--- config.mk ---
export PLATFORM = sky130hd
export DESIGN_NAME = id_pipe
export DESIGN_NICKNAME = d
export VERILOG_FILES = /design/src/rtl/id_pipe_pkg.sv /design/src/rtl/id_pipe_decode.sv /design/src/rtl/id_pipe.sv
export SDC_FILE = /design/constraint.sdc
export NUM_CORES = 1
export LEC_CHECK = 0
export CELL_PAD_IN_SITES_DETAIL_PLACEMENT = 0
export CELL_PAD_IN_SITES_GLOBAL_PLACEMENT = 1
export CORE_ASPECT_RATIO = 2
export CORE_MARGIN = 2
export CORE_UTILIZATION = 49
export DETAILED_ROUTE_END_ITERATION = 16
export DONT_BUFFER_PORTS = 1
export PLACE_DENSITY = 0.91
export RECOVER_POWER = 25
export SLEW_MARGIN = 5
export SYNTH_ARGS = -nofsm -noshare
export SYNTH_HDL_FRONTEND = slang
export SYNTH_SLANG_ARGS = --single-unit
--- constraint.sdc ---
create_clock -name clk_in -period 3.39 [get_ports clk_in]
set_clock_uncertainty 0.05 [all_clocks]
set_input_delay 1.017 -clock clk_in [delete_from_list [all_inputs] [get_ports clk_in]]
set_output_delay 1.017 -clock clk_in [all_outputs]
set_load 0.03 [all_outputs]
--- src/rtl/id_pipe_pkg.sv ---
`default_nettype none
// ============================================================================
//  Module      : id_pipe_pkg
//  Description : Shared definitions for the decode/dispatch stage. Holds the
//                RV32I major opcodes, the internal op bus, and the decoded
//                entry record.
//  Revision    : 1.0 - initial release
// ============================================================================
package id_pipe_pkg;

    localparam int OP_W  = 6;
    localparam int XLEN  = 32;
    localparam int REG_W = 5;

    typedef logic [OP_W-1:0] op_t;

    // RV32I major opcodes (inst[6:0])
    localparam logic [6:0] OPC_LUI    = 7'b0110111;
    localparam logic [6:0] OPC_AUIPC  = 7'b0010111;
    localparam logic [6:0] OPC_JAL    = 7'b1101111;
    localparam logic [6:0] OPC_JALR   = 7'b1100111;
    localparam logic [6:0] OPC_BRANCH = 7'b1100011;
    localparam logic [6:0] OPC_LOAD   = 7'b0000011;
    localparam logic [6:0] OPC_STORE  = 7'b0100011;
    localparam logic [6:0] OPC_OPIMM  = 7'b0010011;
    localparam logic [6:0] OPC_OP     = 7'b0110011;

    // Internal op codes carried to the back end
    localparam op_t OP_NOP   = 6'd0;
    localparam op_t OP_LUI   = 6'd1;
    localparam op_t OP_AUIPC = 6'd2;
    localparam op_t OP_JAL   = 6'd3;
    localparam op_t OP_JALR  = 6'd4;
    localparam op_t OP_BEQ   = 6'd5;
    localparam op_t OP_BNE   = 6'd6;
    localparam op_t OP_BLT   = 6'd7;
    localparam op_t OP_BGE   = 6'd8;
    localparam op_t OP_BLTU  = 6'd9;
    localparam op_t OP_BGEU  = 6'd10;
    localparam op_t OP_LB    = 6'd11;
    localparam op_t OP_LH    = 6'd12;
    localparam op_t OP_LW    = 6'd13;
    localparam op_t OP_LBU   = 6'd14;
    localparam op_t OP_LHU   = 6'd15;
    localparam op_t OP_SB    = 6'd16;
    localparam op_t OP_SH    = 6'd17;
    localparam op_t OP_SW    = 6'd18;
    localparam op_t OP_ADDI  = 6'd19;
    localparam op_t OP_SLTI  = 6'd20;
    localparam op_t OP_SLTIU = 6'd21;
    localparam op_t OP_XORI  = 6'd22;
    localparam op_t OP_ORI   = 6'd23;
    localparam op_t OP_ANDI  = 6'd24;
    localparam op_t OP_SLLI  = 6'd25;
    localparam op_t OP_SRLI  = 6'd26;
    localparam op_t OP_SRAI  = 6'd27;
    localparam op_t OP_ADD   = 6'd28;
    localparam op_t OP_SUB   = 6'd29;
    localparam op_t OP_SLL   = 6'd30;
    localparam op_t OP_SLT   = 6'd31;
    localparam op_t OP_SLTU  = 6'd32;
    localparam op_t OP_XOR   = 6'd33;
    localparam op_t OP_SRL   = 6'd34;
    localparam op_t OP_SRA   = 6'd35;
    localparam op_t OP_OR    = 6'd36;
    localparam op_t OP_AND   = 6'd37;

    // Downstream structure an entry is dispatched to (ROB is always written)
    typedef enum logic [1:0] {
        CLS_RS  = 2'd0,
        CLS_LSB = 2'd1,
        CLS_ROB = 2'd2
    } cls_e;

    typedef struct packed {
        op_t              op;
        logic [XLEN-1:0]  imm;
        logic [REG_W-1:0] rd;
        logic             rd_en;
        logic [REG_W-1:0] rs1;
        logic             rs1_en;
        logic [REG_W-1:0] rs2;
        logic             rs2_en;
        cls_e             cls;
        logic             illegal;
    } dec_t;

endpackage
`default_nettype wire

--- src/rtl/id_pipe_decode.sv ---
`default_nettype none
// ============================================================================
//  Module      : id_decode
//  Description : Purely combinational RV32I decoder. Produces internal op,
//                sign-extended immediate, register indices/enables, target
//                class and an illegal flag for one raw instruction.
//  Revision    : 1.0 - initial release
// ============================================================================
module id_decode
    import id_pipe_pkg::*;
(
    input  logic [31:0] inst_i,
    output dec_t        dec_o
);

    logic [6:0]  w_opc;
    logic [2:0]  w_f3;
    logic [6:0]  w_f7;
    logic [31:0] w_imm_i;
    logic [31:0] w_imm_s;
    logic [31:0] w_imm_b;
    logic [31:0] w_imm_u;
    logic [31:0] w_imm_j;

    logic        w_legal;
    op_t         w_op;
    logic [31:0] w_imm;
    logic        w_rd_wr;
    logic        w_rs1_use;
    logic        w_rs2_use;
    cls_e        w_cls;

    assign w_opc   = inst_i[6:0];
    assign w_f3    = inst_i[14:12];
    assign w_f7    = inst_i[31:25];
    assign w_imm_i = {{20{inst_i[31]}}, inst_i[31:20]};
    assign w_imm_s = {{20{inst_i[31]}}, inst_i[31:25], inst_i[11:7]};
    assign w_imm_b = {{20{inst_i[31]}}, inst_i[7], inst_i[30:25], inst_i[11:8], 1'b0};
    assign w_imm_u = {inst_i[31:12], 12'b0};
    assign w_imm_j = {{12{inst_i[31]}}, inst_i[19:12], inst_i[20], inst_i[30:21], 1'b0};

    // Classify opcode/funct fields into an internal op and its operand usage
    always_comb begin
        w_legal   = 1'b0;
        w_op      = OP_NOP;
        w_imm     = '0;
        w_rd_wr   = 1'b0;
        w_rs1_use = 1'b0;
        w_rs2_use = 1'b0;
        w_cls     = CLS_RS;
        case (w_opc)
            OPC_LUI: begin
                w_legal = 1'b1; w_op = OP_LUI; w_imm = w_imm_u; w_rd_wr = 1'b1;
            end
            OPC_AUIPC: begin
                w_legal = 1'b1; w_op = OP_AUIPC; w_imm = w_imm_u; w_rd_wr = 1'b1;
            end
            OPC_JAL: begin
                w_legal = 1'b1; w_op = OP_JAL; w_imm = w_imm_j; w_rd_wr = 1'b1;
            end
            OPC_JALR: begin
                w_legal = (w_f3 == 3'b000); w_op = OP_JALR; w_imm = w_imm_i;
                w_rd_wr = 1'b1; w_rs1_use = 1'b1;
            end
            OPC_BRANCH: begin
                w_legal = 1'b1; w_imm = w_imm_b; w_rs1_use = 1'b1; w_rs2_use = 1'b1;
                case (w_f3)
                    3'b000:  w_op = OP_BEQ;
                    3'b001:  w_op = OP_BNE;
                    3'b100:  w_op = OP_BLT;
                    3'b101:  w_op = OP_BGE;
                    3'b110:  w_op = OP_BLTU;
                    3'b111:  w_op = OP_BGEU;
                    default: w_legal = 1'b0;
                endcase
            end
            OPC_LOAD: begin
                w_legal = 1'b1; w_imm = w_imm_i; w_rd_wr = 1'b1; w_rs1_use = 1'b1;
                w_cls = CLS_LSB;
                case (w_f3)
                    3'b000:  w_op = OP_LB;
                    3'b001:  w_op = OP_LH;
                    3'b010:  w_op = OP_LW;
                    3'b100:  w_op = OP_LBU;
                    3'b101:  w_op = OP_LHU;
                    default: w_legal = 1'b0;
                endcase
            end
            OPC_STORE: begin
                w_legal = 1'b1; w_imm = w_imm_s; w_rs1_use = 1'b1; w_rs2_use = 1'b1;
                w_cls = CLS_LSB;
                case (w_f3)
                    3'b000:  w_op = OP_SB;
                    3'b001:  w_op = OP_SH;
                    3'b010:  w_op = OP_SW;
                    default: w_legal = 1'b0;
                endcase
            end
            OPC_OPIMM: begin
                w_legal = 1'b1; w_imm = w_imm_i; w_rd_wr = 1'b1; w_rs1_use = 1'b1;
                case (w_f3)
                    3'b000: w_op = OP_ADDI;
                    3'b010: w_op = OP_SLTI;
                    3'b011: w_op = OP_SLTIU;
                    3'b100: w_op = OP_XORI;
                    3'b110: w_op = OP_ORI;
                    3'b111: w_op = OP_ANDI;
                    3'b001: begin
                        w_op    = OP_SLLI;
                        w_legal = (w_f7 == 7'b0000000);
                    end
                    default: begin
                        // funct3 101: shamt shifts distinguished by funct7
                        w_op    = (w_f7 == 7'b0100000) ? OP_SRAI : OP_SRLI;
                        w_legal = (w_f7 == 7'b0000000) || (w_f7 == 7'b0100000);
                    end
                endcase
            end
            OPC_OP: begin
                w_legal = 1'b1; w_rd_wr = 1'b1; w_rs1_use = 1'b1; w_rs2_use = 1'b1;
                case ({w_f7, w_f3})
                    10'b0000000_000: w_op = OP_ADD;
                    10'b0100000_000: w_op = OP_SUB;
                    10'b0000000_001: w_op = OP_SLL;
                    10'b0000000_010: w_op = OP_SLT;
                    10'b0000000_011: w_op = OP_SLTU;
                    10'b0000000_100: w_op = OP_XOR;
                    10'b0000000_101: w_op = OP_SRL;
                    10'b0100000_101: w_op = OP_SRA;
                    10'b0000000_110: w_op = OP_OR;
                    10'b0000000_111: w_op = OP_AND;
                    default:         w_legal = 1'b0;
                endcase
            end
            default: w_legal = 1'b0;
        endcase
    end

    // Assemble the entry; illegal encodings collapse to a NOP owned by the ROB
    always_comb begin
        dec_o = '0;
        if (w_legal) begin
            dec_o.op     = w_op;
            dec_o.imm    = w_imm;
            dec_o.rd     = w_rd_wr ? inst_i[11:7] : 5'd0;
            dec_o.rd_en  = w_rd_wr && (inst_i[11:7] != 5'd0);
            dec_o.rs1    = w_rs1_use ? inst_i[19:15] : 5'd0;
            dec_o.rs1_en = w_rs1_use;
            dec_o.rs2    = w_rs2_use ? inst_i[24:20] : 5'd0;
            dec_o.rs2_en = w_rs2_use;
            dec_o.cls    = w_cls;
        end else begin
            dec_o.op      = OP_NOP;
            dec_o.cls     = CLS_ROB;
            dec_o.illegal = 1'b1;
        end
    end

endmodule
`default_nettype wire

--- src/rtl/id_pipe.sv ---
`default_nettype none
// ============================================================================
//  Module      : id_pipe
//  Description : Instruction decode stage. Decodes the offered instruction,
//                buffers decoded entries in a small FIFO and dispatches the
//                head to ROB plus RS or LSB when downstream has room.
//  Revision    : 1.0 - initial release
// ============================================================================
module id_pipe #(
    parameter int DEPTH  = 2,
    parameter int ADDR_W = 32,
    parameter int OP_W   = id_pipe_pkg::OP_W
) (
    input  logic              clk_in,
    input  logic              rst_in,
    input  logic              rdy_in,
    input  logic              flush_in,
    input  logic              iq_valid,
    input  logic [31:0]       iq_inst,
    input  logic [ADDR_W-1:0] iq_pc,
    output logic              iq_ready,
    input  logic              rob_full,
    input  logic              rs_full,
    input  logic              lsb_full,
    output logic              reg_rs1_en,
    output logic              reg_rs2_en,
    output logic [4:0]        reg_rs1,
    output logic [4:0]        reg_rs2,
    output logic              disp_valid,
    output logic [OP_W-1:0]   disp_op,
    output logic [31:0]       disp_imm,
    output logic [4:0]        disp_rd,
    output logic              disp_rd_en,
    output logic [ADDR_W-1:0] disp_pc,
    output logic              disp_illegal,
    output logic              rob_we,
    output logic              rs_we,
    output logic              lsb_we
);
    import id_pipe_pkg::*;

    localparam int PTR_W = $clog2(DEPTH);
    localparam int CNT_W = PTR_W + 1;

    dec_t              ent_q [DEPTH];
    logic [ADDR_W-1:0] pc_q  [DEPTH];
    logic [PTR_W-1:0]  head_q;
    logic [PTR_W-1:0]  tail_q;
    logic [CNT_W-1:0]  count_q;
    logic              live_q;

    dec_t              w_dec;
    dec_t              w_head;
    logic              w_push;
    logic              w_fire;
    logic              w_tgt_full;

    id_decode u_decode (
        .inst_i (iq_inst),
        .dec_o  (w_dec)
    );

    assign w_head = ent_q[head_q];

    // live_q holds off acceptance until the first edge after reset release
    assign iq_ready = live_q && (count_q < CNT_W'(DEPTH)) && rdy_in && !flush_in;
    assign w_push   = iq_valid && iq_ready;

    always_comb begin
        w_tgt_full = 1'b0;
        case (w_head.cls)
            CLS_RS:  w_tgt_full = rs_full;
            CLS_LSB: w_tgt_full = lsb_full;
            default: w_tgt_full = 1'b0;
        endcase
    end

    assign w_fire = (count_q != '0) && rdy_in && !flush_in && !rob_full && !w_tgt_full;

    assign disp_valid   = w_fire;
    assign rob_we       = w_fire;
    assign rs_we        = w_fire && (w_head.cls == CLS_RS);
    assign lsb_we       = w_fire && (w_head.cls == CLS_LSB);
    assign disp_op      = OP_W'(w_head.op);
    assign disp_imm     = w_head.imm;
    assign disp_rd      = w_head.rd;
    assign disp_rd_en   = w_head.rd_en;
    assign disp_pc      = pc_q[head_q];
    assign disp_illegal = w_head.illegal;
    assign reg_rs1_en   = w_head.rs1_en;
    assign reg_rs1      = w_head.rs1;
    assign reg_rs2_en   = w_head.rs2_en;
    assign reg_rs2      = w_head.rs2;

    // Entry storage: decoded fields and PC land in the tail slot on accept
    always_ff @(posedge clk_in or negedge rst_in) begin
        if (!rst_in) begin
            for (int i = 0; i < DEPTH; i++) begin
                ent_q[i] <= '0;
                pc_q[i]  <= '0;
            end
        end else if (w_push) begin
            ent_q[tail_q] <= w_dec;
            pc_q[tail_q]  <= iq_pc;
        end
    end

    // FIFO bookkeeping: flush wins, otherwise push/pop adjust pointers and count
    always_ff @(posedge clk_in or negedge rst_in) begin
        if (!rst_in) begin
            head_q  <= '0;
            tail_q  <= '0;
            count_q <= '0;
        end else if (rdy_in) begin
            if (flush_in) begin
                head_q  <= '0;
                tail_q  <= '0;
                count_q <= '0;
            end else begin
                if (w_push) tail_q <= tail_q + 1'b1;
                if (w_fire) head_q <= head_q + 1'b1;
                case ({w_push, w_fire})
                    2'b10:   count_q <= count_q + 1'b1;
                    2'b01:   count_q <= count_q - 1'b1;
                    default: count_q <= count_q;
                endcase
            end
        end
    end

    // Reset-release marker gating iq_ready
    always_ff @(posedge clk_in or negedge rst_in) begin
        if (!rst_in) live_q <= 1'b0;
        else         live_q <= 1'b1;
    end

endmodule
`default_nettype wire

Word-level counts from Yosys, hierarchy flattened
Index checks and enable logic that the tools add are counted.
{"block": "totals", "reg_bits": 187, "input_bits": 72, "out_inout_bits": 94, "elab_cells": 149}
{"block": "op_classes", "addsub": 4, "magnitude_cmp": 4, "n_eq_ne": 29, "n_mux": 44, "bitwise_logic": 2, "n_reduce_logical": 40}
{"op": "$mux W59", "count": 4}
{"op": "$pmux W32 S5", "count": 1}
{"op": "$mux W32", "count": 4}
{"op": "$bwmux W118", "count": 1}
{"op": "$bwmux W64", "count": 1}
{"op": "$pmux W6 S10", "count": 1}
{"op": "$demux W59 S1", "count": 1}
{"op": "$pmux W6 S9", "count": 1}
{"op": "$mux W50", "count": 1}
{"op": "$pmux W6 S7", "count": 1}
{"op": "$eq A10 B3 Y1 const B", "count": 4}
{"op": "$demux W32 S1", "count": 1}
{"op": "$eq A7 B6 Y1 const B", "count": 4}
{"op": "$pmux W4 S6", "count": 1}
{"op": "$eq A7 B7 Y1 const B", "count": 3}
{"op": "$eq A10 B2 Y1 const B", "count": 2}
{"op": "$eq A10 B9 Y1 const B", "count": 2}
{"op": "$pmux W4 S5", "count": 1}
{"op": "$reduce_or A6 Y1", "count": 3}
{"op": "$mux W5", "count": 3}
{"op": "$pmux W5 S3", "count": 1}
{"op": "$eq A7 B5 Y1 const B", "count": 2}
{"op": "$mux W1", "count": 14}
{"op": "$eq A3 B3 Y1 const B", "count": 4}
{"op": "34 further kinds", "count": 62}

Logic depth before layout (Yosys ltp)
{"block": "logic_depth", "depth_word": 11, "mapped_depth": 10}

By module
A second synthesis with hierarchy kept.
{"block": "hier_totals", "cells_unflattened": 751, "area_unflattened_um2": 9843.2}
{"mod": "id_pipe", "instances": 1, "cells_each": 528, "area_each_um2": 8558.2}
{"mod": "id_decode", "instances": 1, "cells_each": 223, "area_each_um2": 1285.0}

Least setup slack after synthesis
Ideal clock, no wire load.
{"block": "synth_path", "path_kind": "input -> output", "from": "in flush_in", "to": "out lsb_we", "arrival_ps": 2386, "t_required_ps": 2323, "setup_slack_ps": -63, "stages": 2, "n_path_buf": 0, "path_cell_list": "nor4b_1 nor4b_1"}
{"block": "synth_between", "elab_chain_cells": 5}
{"item": "from (decl)", "line": "id_pipe.sv:17", "text": "input logic flush_in,"}
{"item": "$logic_not A1 Y1", "line": "id_pipe.sv:78", "text": "assign w_fire = (count_q != '0) && rdy_in && !flush_in && !rob_full && !w_tgt_full;"}
{"item": "$logic_and A1 B1 Y1 (3 in series)", "line": "id_pipe.sv:78"}
{"item": "$logic_and A1 B1 Y1", "line": "id_pipe.sv:83", "text": "assign lsb_we = w_fire && (w_head.cls == CLS_LSB);"}
{"item": "to (decl)", "line": "id_pipe.sv:38", "text": "output logic lsb_we"}
Every way passes these cells.

Worst setup path after layout
{"block": "layout_path", "from": "reg head_q", "to": "out disp_valid"}
{"block": "layout_between", "elab_chain_cells": 8, "word_cells_on_any_way": 9, "cone_classes": "eq/ne (1); mux (4); bitwise (1); reduce/logical (3)"}
{"item": "from (decl)", "line": "id_pipe.sv:47", "text": "logic [PTR_W-1:0] head_q;"}
{"item": "from (signal assigned)", "line": "id_pipe.sv:121", "text": "if (w_fire) head_q <= head_q + 1'b1;"}
{"item": "$not A1 Y2 (not written as such) *", "line": "id_pipe.sv:63", "text": "assign w_head = ent_q[head_q];"}
{"item": "$mux W59 (not written as such) * (3 in series)", "line": "id_pipe.sv:63"}
{"item": "$eq A2 B1 Y1 / $logic_not A2 Y1 (equally long branches)", "line": "id_pipe.sv:71", "text": "case (w_head.cls)"}
{"item": "$pmux W1 S2 *", "line": "id_pipe.sv:71"}
{"item": "$logic_not A1 Y1 *", "line": "id_pipe.sv:78"}
{"item": "$logic_and A1 B1 Y1 *", "line": "id_pipe.sv:78"}
{"item": "to (decl)", "line": "id_pipe.sv:29", "text": "output logic disp_valid,"}
Every way passes the cells marked *; elsewhere a longest branch is shown, timed or not. The select of a mux whose other input is x is not followed.

==> metrics.txt <==
synthesized area about 9000 sq um; H-tree levels 4; Setup WS pre-CTS about 0.32 ns; clk root buf clkbuf_16; first-pass GRT wire length 37800 um; pin count of the biggest net entering global routing around 190; Synth area leader dfrtp_1; Critical-path top delay cell dfrtp_4; critical path endpoint category output pin; Inst Count DP 1151; die width 101 um; clock sinks 185; pwr dens 516 nW/um^2; Worst-Skew Late Latency roughly 0.44 ns; Worst Setup SP head_q; crit start category flop; syn_area_per_cell 9.42 sq um; critical path arrival 2.20 ns; post-synthesis register bit count 185; Min Clock Period, post-route ~3.3 ns; First DRT Iteration DRCs 352; CTS resizes 0; Worst Hold Class in2async; Syn Nets 1055; clock slew at reported path FFs roughly 0.07 ns; Vias/cell slightly below 6; core area 18700 sq um; Top FF cell, synth dfrtp_1; largest family of logic cells by synthesized area simple AND/OR/NAND/NOR gates; relative slew slack 61.6%; Port-buffer cells 0; vias 6937; Design Power a little over 5 mW; post-synth cell types 55; Crit path required time 2.32 ns; top area cells in the synthesized netlist dfrtp_1 50%, mux2_2 14%, nand2_1 13%; DRT Pass-1 Iters 4; DIE AREA 20100 sq um; Setup Viol. Count Final 0; initial core utilization 49.6%; antenna-violating nets left 0; Synth Area in Compound Gates 11.8%; Fmax between 300 and 400 MHz; Synth Instances 983; final WL 23900 um; EDFF count, synth 0; Synth Warn # 0; Max Buffers Root-to-Sink 2; Max Slew Vio Count 0; Worst Tran Pin Value 0.572 ns; CTS Hold Bufs 0; most frequent cell on the critical path mux2i_1; most numerous cell in the Yosys netlist nand2_1; outcome finished, final reports clean; routed len/inst 20.2 um; post-route non-filler standard cell count 1183; Post-Synth Simple-Gate Area 20.2%; gr usage total 24.5%; CTS Buf Count 17; IO Pins 166; CP Class reg2out; worst r2r src count_q[1]; Worst Path Max Fanout 9; peak supply drop 0.375 mV; initial antenna violation count 0; diodes inserted 0; post-synthesis mux area share 13.7%; RSZ-0062 raised after global routing no; area occupied by multi-input gates 4320 sq um; Synth top area share 50.0%; Layout Nets 1023; proportion of layout cells with a drive suffix above 1 20.0%; Max-cap violations 0; setup bufs post-CTS 0; row cnt between 70 and 80; register area 4630 sq um; post-synthesis xor/xnor area fraction 0.378%; Final Hold Fails 0; drc violations 0; CTS tree built; Worst R2R Path Depth 5; Pleak between 4 and 5 nW; adder-cell share of the synthesized area less than 1%; crit-path cells mux2i_1 > mux2i_1 > o21ai_1 > inv_1 > buf_12; HPWL Detailed about 16000 um; Syn-to-layout area delta 8.57%; register area share after synthesis between 50% and 60%; number of fillers in the final layout approximately 1700; Die Ht 198 um; setup_tns 0 ns; period utilisation layout 96.5%; vias in the first global route 7022; max incr delay on CP 0.55 ns; Post-synth top cells 324 x nand2_1, 185 x dfrtp_1, 111 x mux2_2; fraction of registers with async set/reset 100%; final setup margin 0.120 ns; global placement routability congestion approximately 0.96; global route total overflow 0
## stage by stage
step,hold slack (ns),util (%),cell area [sq um]
floorplan,0.390,-,9260
global placement,0.401,50.7,9460
detailed placement,0.407,50.7,9460
CTS,0.201,53.9,10000
global route,0.200,53.9,10000
finish,0.217,53.9,10000
## sequential cells by signal, summed over array words and instances (netlist names)
| register | flops |
|---|---|
| ent_q | 116 |
| pc_q | 64 |
| count_q | 2 |
| head_q | 1 |
| live_q | 1 |
| tail_q | 1 |
## placed cells by master (no fill, tap or decap), drive strengths merged, types with 19 or more instances in the layout
cell type	n
nand2	326
buf	23
nor2	22
mux2	111
clkbuf	19
a21oi	36
dfrtp	185
o31ai	30
nand3	20
o21ai	67
## layout make-up
cell class              instances  area share, %
repair buffers                 23           2.22
well taps                     219           2.73
flip-flops and latches        185           46.1
multi-input cells             721           43.0
inverters                       3          0.112
clock buffers                  19           4.31
clock inverters                13           1.56
## per-layer routing
layer	routed length (um)	vias up	GRT usage [%]
met5	0	-	0
met4	1400	0	15.3
met3	1580	68	6.64
met2	12200	229	41.2
li1	-	3291	-
met1	8770	3349	27.0
## power breakdown
group          internal (mW)  switching [mW]  total [mW]
Sequential              2.38          0.0874        2.46
Clock                   1.11           0.899        2.01
Combinational          0.231           0.479       0.710
## cell families (layout without fill, tap and decap cells)
family | Yosys count | after routing
adders and majority gates | 1 | 1
muxes | 113 | 113
DFF | 185 | 185
other | 1 | 1
and+or+nand+nor | 432 | 432
xor gates and xnor gates | 4 | 4
buffers and inverters | 77 | 58
AOI/OAI and AO/OA | 170 | 170
## worst paths after layout
path | to | slack [ns]
worst max-delay path | disp_valid | 0.12
worst min-delay path | pc_q[24] | 0.22
worst max register to register | ent_q[76] | 1.20
worst min register to register | pc_q[26] | 0.42
max in group asynchronous | head_q | 2.65
min in group clk_in | pc_q[26] | 0.42
## critical path: cells and delay by family (launching register included)
| family | cells | cell delay, ns |
|---|---|---|
| muxes | 2 | 0.52 |
| buffers and inverters | 2 | 0.33 |
| DFF | 1 | 0.55 |
| AOI/OAI and AO/OA | 1 | 0.36 |
(Power assumes the default switching activity.)
